**src/rtl/pmem_line_responder.sv**
```systemverilog
// Cache-line responder: turns one 256-bit line read/write from the cache into a
// BEATS-long burst on the 64-bit memory bus and returns a single-cycle completion pulse.
module pmem_line_responder #(
    parameter int unsigned LINE_W = 256,
    parameter int unsigned BEAT_W = 64,
    parameter int unsigned BEATS  = LINE_W / BEAT_W
) (
    input  logic              clk,
    input  logic              rst,
    input  logic [31:0]       pmem_address,
    input  logic              pmem_read,
    input  logic              pmem_write,
    input  logic [LINE_W-1:0] pmem_wdata,
    output logic [LINE_W-1:0] pmem_rdata,
    output logic              pmem_resp,
    output logic [31:0]       mem_address,
    output logic              mem_read,
    output logic              mem_write,
    output logic [BEAT_W-1:0] mem_wdata,
    input  logic [BEAT_W-1:0] mem_rdata,
    input  logic              mem_resp
);

    localparam int unsigned CntW = (BEATS > 1) ? $clog2(BEATS) : 1;
    // Byte offset within a line; these address bits are dropped on acceptance.
    localparam logic [31:0] OffMask = 32'(LINE_W / 8 - 1);

    typedef enum logic [1:0] {
        StIdle,
        StRead,
        StWrite,
        StDone
    } state_e;

    state_e            state_q, state_d;
    logic [CntW-1:0]   cnt_q, cnt_d;
    logic [LINE_W-1:0] line_q, line_d;
    logic [LINE_W-1:0] pmem_rdata_q, pmem_rdata_d;
    logic              pmem_resp_q, pmem_resp_d;
    logic [31:0]       mem_address_q, mem_address_d;
    logic              mem_read_q, mem_read_d;
    logic              mem_write_q, mem_write_d;
    logic [BEAT_W-1:0] mem_wdata_q, mem_wdata_d;
    logic              last_beat;

    assign last_beat = (cnt_q == CntW'(BEATS - 1));

    always_comb begin
        state_d       = state_q;
        cnt_d         = cnt_q;
        line_d        = line_q;
        pmem_rdata_d  = pmem_rdata_q;
        pmem_resp_d   = 1'b0;
        mem_address_d = mem_address_q;
        mem_read_d    = mem_read_q;
        mem_write_d   = mem_write_q;
        mem_wdata_d   = mem_wdata_q;

        case (state_q)
            StIdle: begin
                // Write has priority; a read held alongside it is taken after completion.
                if (pmem_write) begin
                    state_d       = StWrite;
                    cnt_d         = '0;
                    mem_address_d = pmem_address & ~OffMask;
                    line_d        = pmem_wdata;
                    mem_write_d   = 1'b1;
                    mem_wdata_d   = pmem_wdata[BEAT_W-1:0];
                end else if (pmem_read) begin
                    state_d       = StRead;
                    cnt_d         = '0;
                    mem_address_d = pmem_address & ~OffMask;
                    mem_read_d    = 1'b1;
                end
            end

            StRead: begin
                if (mem_resp) begin
                    line_d[cnt_q*BEAT_W +: BEAT_W] = mem_rdata;
                    cnt_d                          = cnt_q + CntW'(1);
                    if (last_beat) begin
                        state_d      = StDone;
                        mem_read_d   = 1'b0;
                        pmem_resp_d  = 1'b1;
                        // Publish the whole line at once so partial bursts never leak out.
                        pmem_rdata_d = line_d;
                    end
                end
            end

            StWrite: begin
                if (mem_resp) begin
                    cnt_d = cnt_q + CntW'(1);
                    if (last_beat) begin
                        state_d     = StDone;
                        mem_write_d = 1'b0;
                        pmem_resp_d = 1'b1;
                    end else begin
                        mem_wdata_d = line_q[cnt_d*BEAT_W +: BEAT_W];
                    end
                end
            end

            StDone: begin
                state_d = StIdle;
            end

            default: begin
                state_d = StIdle;
            end
        endcase
    end

    always_ff @(posedge clk or negedge rst) begin
        if (!rst) begin
            state_q       <= StIdle;
            cnt_q         <= '0;
            line_q        <= '0;
            pmem_rdata_q  <= '0;
            pmem_resp_q   <= 1'b0;
            mem_address_q <= '0;
            mem_read_q    <= 1'b0;
            mem_write_q   <= 1'b0;
            mem_wdata_q   <= '0;
        end else begin
            state_q       <= state_d;
            cnt_q         <= cnt_d;
            line_q        <= line_d;
            pmem_rdata_q  <= pmem_rdata_d;
            pmem_resp_q   <= pmem_resp_d;
            mem_address_q <= mem_address_d;
            mem_read_q    <= mem_read_d;
            mem_write_q   <= mem_write_d;
            mem_wdata_q   <= mem_wdata_d;
        end
    end

    assign pmem_rdata  = pmem_rdata_q;
    assign pmem_resp   = pmem_resp_q;
    assign mem_address = mem_address_q;
    assign mem_read    = mem_read_q;
    assign mem_write   = mem_write_q;
    assign mem_wdata   = mem_wdata_q;

endmodule

```
**config.mk**
```make
export PLATFORM = sky130hd
export DESIGN_NAME = pmem_line_responder
export DESIGN_NICKNAME = d
export VERILOG_FILES = /design/src/rtl/pmem_line_responder.sv
export SDC_FILE = /design/constraint.sdc
export NUM_CORES = 1
export LEC_CHECK = 0
export CAP_MARGIN = 25
export CORE_AREA = 2 2 273 275
export DETAILED_ROUTE_END_ITERATION = 12
export DIE_AREA = 0 0 275 277
export GPL_ROUTABILITY_DRIVEN = 1
export PLACE_DENSITY = 0.81
export SKIP_LAST_GASP = 1
export SLEW_MARGIN = 10
export SYNTH_ARGS = -nofsm -noshare
export SYNTH_HDL_FRONTEND = slang
export SYNTH_SLANG_ARGS = --single-unit
export TNS_END_PERCENT = 5
```
**constraint.sdc**
```tcl
create_clock -name clk -period 5.8 [get_ports clk]
set_clock_uncertainty 0.1 [all_clocks]
set_input_delay 1.16 -clock clk [delete_from_list [all_inputs] [get_ports clk]]
set_output_delay 1.16 -clock clk [all_outputs]
set_load 0.02 [all_outputs]
```
==> impl_metrics.yaml <==
yosys:
  synth_cell_types: 47
  synth-edff-count: 0
  async_flop_share_pct: 100
  syn_area_um2: 31600
  ys.flop_type: "dfrtp_1"
  synth.top_cell.area_share_pct: 48.2
  yosysWarnings: 0
  ys_seq_elements: 610
  seq_area_frac_synth_pct: 48.2
  yosys.area.top_type: "dfrtp_1"
  synth_cells: 3126
  netlist_top_cells_area: "dfrtp_1 (48%), nor2b_1 (5.4%), o221ai_1 (4.9%), nand2_1 (4.3%), o21ai_0 (4.1%)"
  syn_avg_cell_area_um2: 10.1
worst_setup_path:
  cp_data_arrival_time_ns: 4.34
  end_kind: "register"
  crit_fanout: 41
  crit_path_max_incr_delay_ns: 0.60
  worstPathRequired_ns: 6.15
  worstReg2RegEnd: "line_q[237]$_DFFE_PN0P_"
  cp_common_cell: "buf_4"
  criticalPathCategory: "reg -> reg"
  crit_slowest_cell: "buf_4"
  r2r_cells: 8
  worstSetupStartpoint: "state_q[0]$_DFFE_PN0P_"
  crit_path_start_kind: "register"
  cp_cell_sequence: "inv_1 > ha_4 > buf_4 > buf_4 > nand2b_2 > nand2_4 > buf_4 > o221ai_1"
  reg2reg_from: "state_q[0]$_DFFE_PN0P_"
  rrSetupSlack_ns: 1.81
global_route:
  grt_max_degree: 127
  grt_use_total_pct: 33.3
  grt_pass1_vias: 30500
  gr-total-overflow: 0
  grt_pass1_wl_um: 193000
  antenna_found_initial: 17
timing:
  period_share_pct: 68.8
  hold_slack_ns: 0.374
  max_freq_ghz: 0.251
  finalHoldViolations: 0
  max-slew-margin-rel_pct: 25.7
  period_minus_slack_ns: 3.99
  rsz0062_at_grt: "no"
  drv_slew: 0
  setup_viol: 0
  fin_ws_ns: 1.81
  setup_tns_ns: 0
  worst_pin_slew_ns: 1.11
clocking:
  cts-resized-gates: 0
  hold_buffers: 0
  cts_sinks: 610
  clkSlewWorstSetupHoldPaths_ns: 0.07
  cts_buffers: 71
  tritoncts: "yes"
  post_cts_buffers: 0
  cts-root-buf: "clkbuf_16"
  cts.path.max_buffers: 3
  worstSkewPairLatency_ns: 0.64
  h-tree-depth: 3
final_layout:
  mostFrequentLayoutCells: "clkdlybuf4s50_1 (699), dfrtp_1 (609), nand2_1 (358), nor2b_1 (272), o21ai_0 (260)"
  utilization_pct: 56.6
  drive_gt1_share_pct: 7.60
  n_fill_cell: 6118
  layout_commonest_cell: "clkdlybuf4s50_1"
  syn2layout_area_growth_pct: 31.6
  finalNetCount: 3988
routing:
  vias: 30700
  antenna_left: 0
  drtPass1Iterations: 5
  via_per_inst: 6.59
  drt_iter0_markers: 3728
  avgRoutedWirePerCell_um: 28.1
  drc: 0
  finalWirelength_um: 131000
die:
  die_h_um: 277
  dieArea_um2: 76200
  die_w_um: 275
  io-pin-count: 712
  start_util_pct: 43.0
  num_rows: 100
  core_um2: 73600
hold_path:
  hold_start: "pmem_rdata[235]$_DFFE_PN0P_"
  whs_endpoint: "pmem_rdata[235]$_DFFE_PN0P_"
  min_path_type: "reg -> reg"
  holdPathStages: 2
placed_design:
  port_buffers: 701
  gp_congestion: 0.897
  dp_worst_setup_slack_ns: 1.58
  dp_hpwl_um: 80100
flow_run:
  drv_cap: 0
power_and_ir_drop:
  power.leakage_nw: 16.8
  total_power_mw: 23.7
  power.density_nw_per_um2: 569
  vdd_drop_max_uv: 409
run_status:
  status: "complete, no violations"
[Yosys cell counts (all sizes together) (69+ instances only)]
library cell and count:
clkbuf 205, dfrtp 610, buf 148, a31oi 191, a2bb2oi 96, nand2b 132, o21ai 408, o221ai 178
nand2 359, nor2b 274, a21oi 69
[registers in the layout (all words and copies together) (netlist names)]
signal	flops
cnt_q	2
line_q	256
mem_address	27
mem_read	1
mem_wdata	64
mem_write	1
pmem_rdata	256
pmem_resp	1
state_q	2
[metrics by stage]
step                      std cells  cell area (um^2)
after floorplan                3130             31700
after global placement         4513             39200
after detailed placement       4514             39200
after CTS                      4636             41500
after global routing           4652             41600
final                          4652             41600
[metal layers]
| metal | vias to the layer above | track usage, % | wire (um) |
|---|---|---|---|
| li1 | 12800 | - | - |
| met1 | 15000 | 43.5 | 48500 |
| met2 | 2351 | 50.2 | 58900 |
| met3 | 510 | 8.41 | 15200 |
| met4 | 4 | 19.6 | 7900 |
| met5 | - | 0 | 30 |
[report_power, final]
group	total [mW]	internal [mW]	switching, mW
Sequential	7.14	5.89	1.25
Clock	4.55	2.62	1.93
Combinational	12.0	4.95	7.07
Total	23.7	13.5	10.3
[critical path: cells and delay by family, from the launching register on]
kind / cells / cell delay, ns
simple gates: 2 / 0.73
flops: 1 / 0.45
fa+ha+maj: 1 / 0.48
buf+inv: 4 / 1.79
compound gates: 1 / 0.20
[layout make-up]
type	instances	area [um^2]	share of cell area, %
timing repair buffer	771	7830	18.8
clock inverter	19	250	0.601
tap	969	1210	2.91
antenna	13	32.5	0.0781
sequential	610	15300	36.7
multi-input combinational	2143	14900	35.8
inverter	24	91.3	0.219
clock buffer	103	2070	4.97
[worst max path at each step]
stage / end / slack, ns / cells after the start
2_1_floorplan: mem_wdata[54]$_DFFE_PN0P_ / 2.94 / 10
3_3_place_gp: line_q[51]$_DFFE_PN0P_ / 1.59 / 6
3_5_place_dp: line_q[57]$_DFFE_PN0P_ / 1.58 / 6
4_1_cts: line_q[242]$_DFFE_PN0P_ / 1.98 / 8
5_1_grt: line_q[226]$_DFFE_PN0P_ / 1.76 / 8
6_report: line_q[237]$_DFFE_PN0P_ / 1.81 / 8
[logic make-up after synthesis]
kind of cell,synth area share [%]
mux,5.82
buf+inv,5.26
simple gates,15.2
flops,48.2
compound gates,25.1
fa+ha+maj,0.395
other cells,0.0119
(Power assumes the default switching activity.)
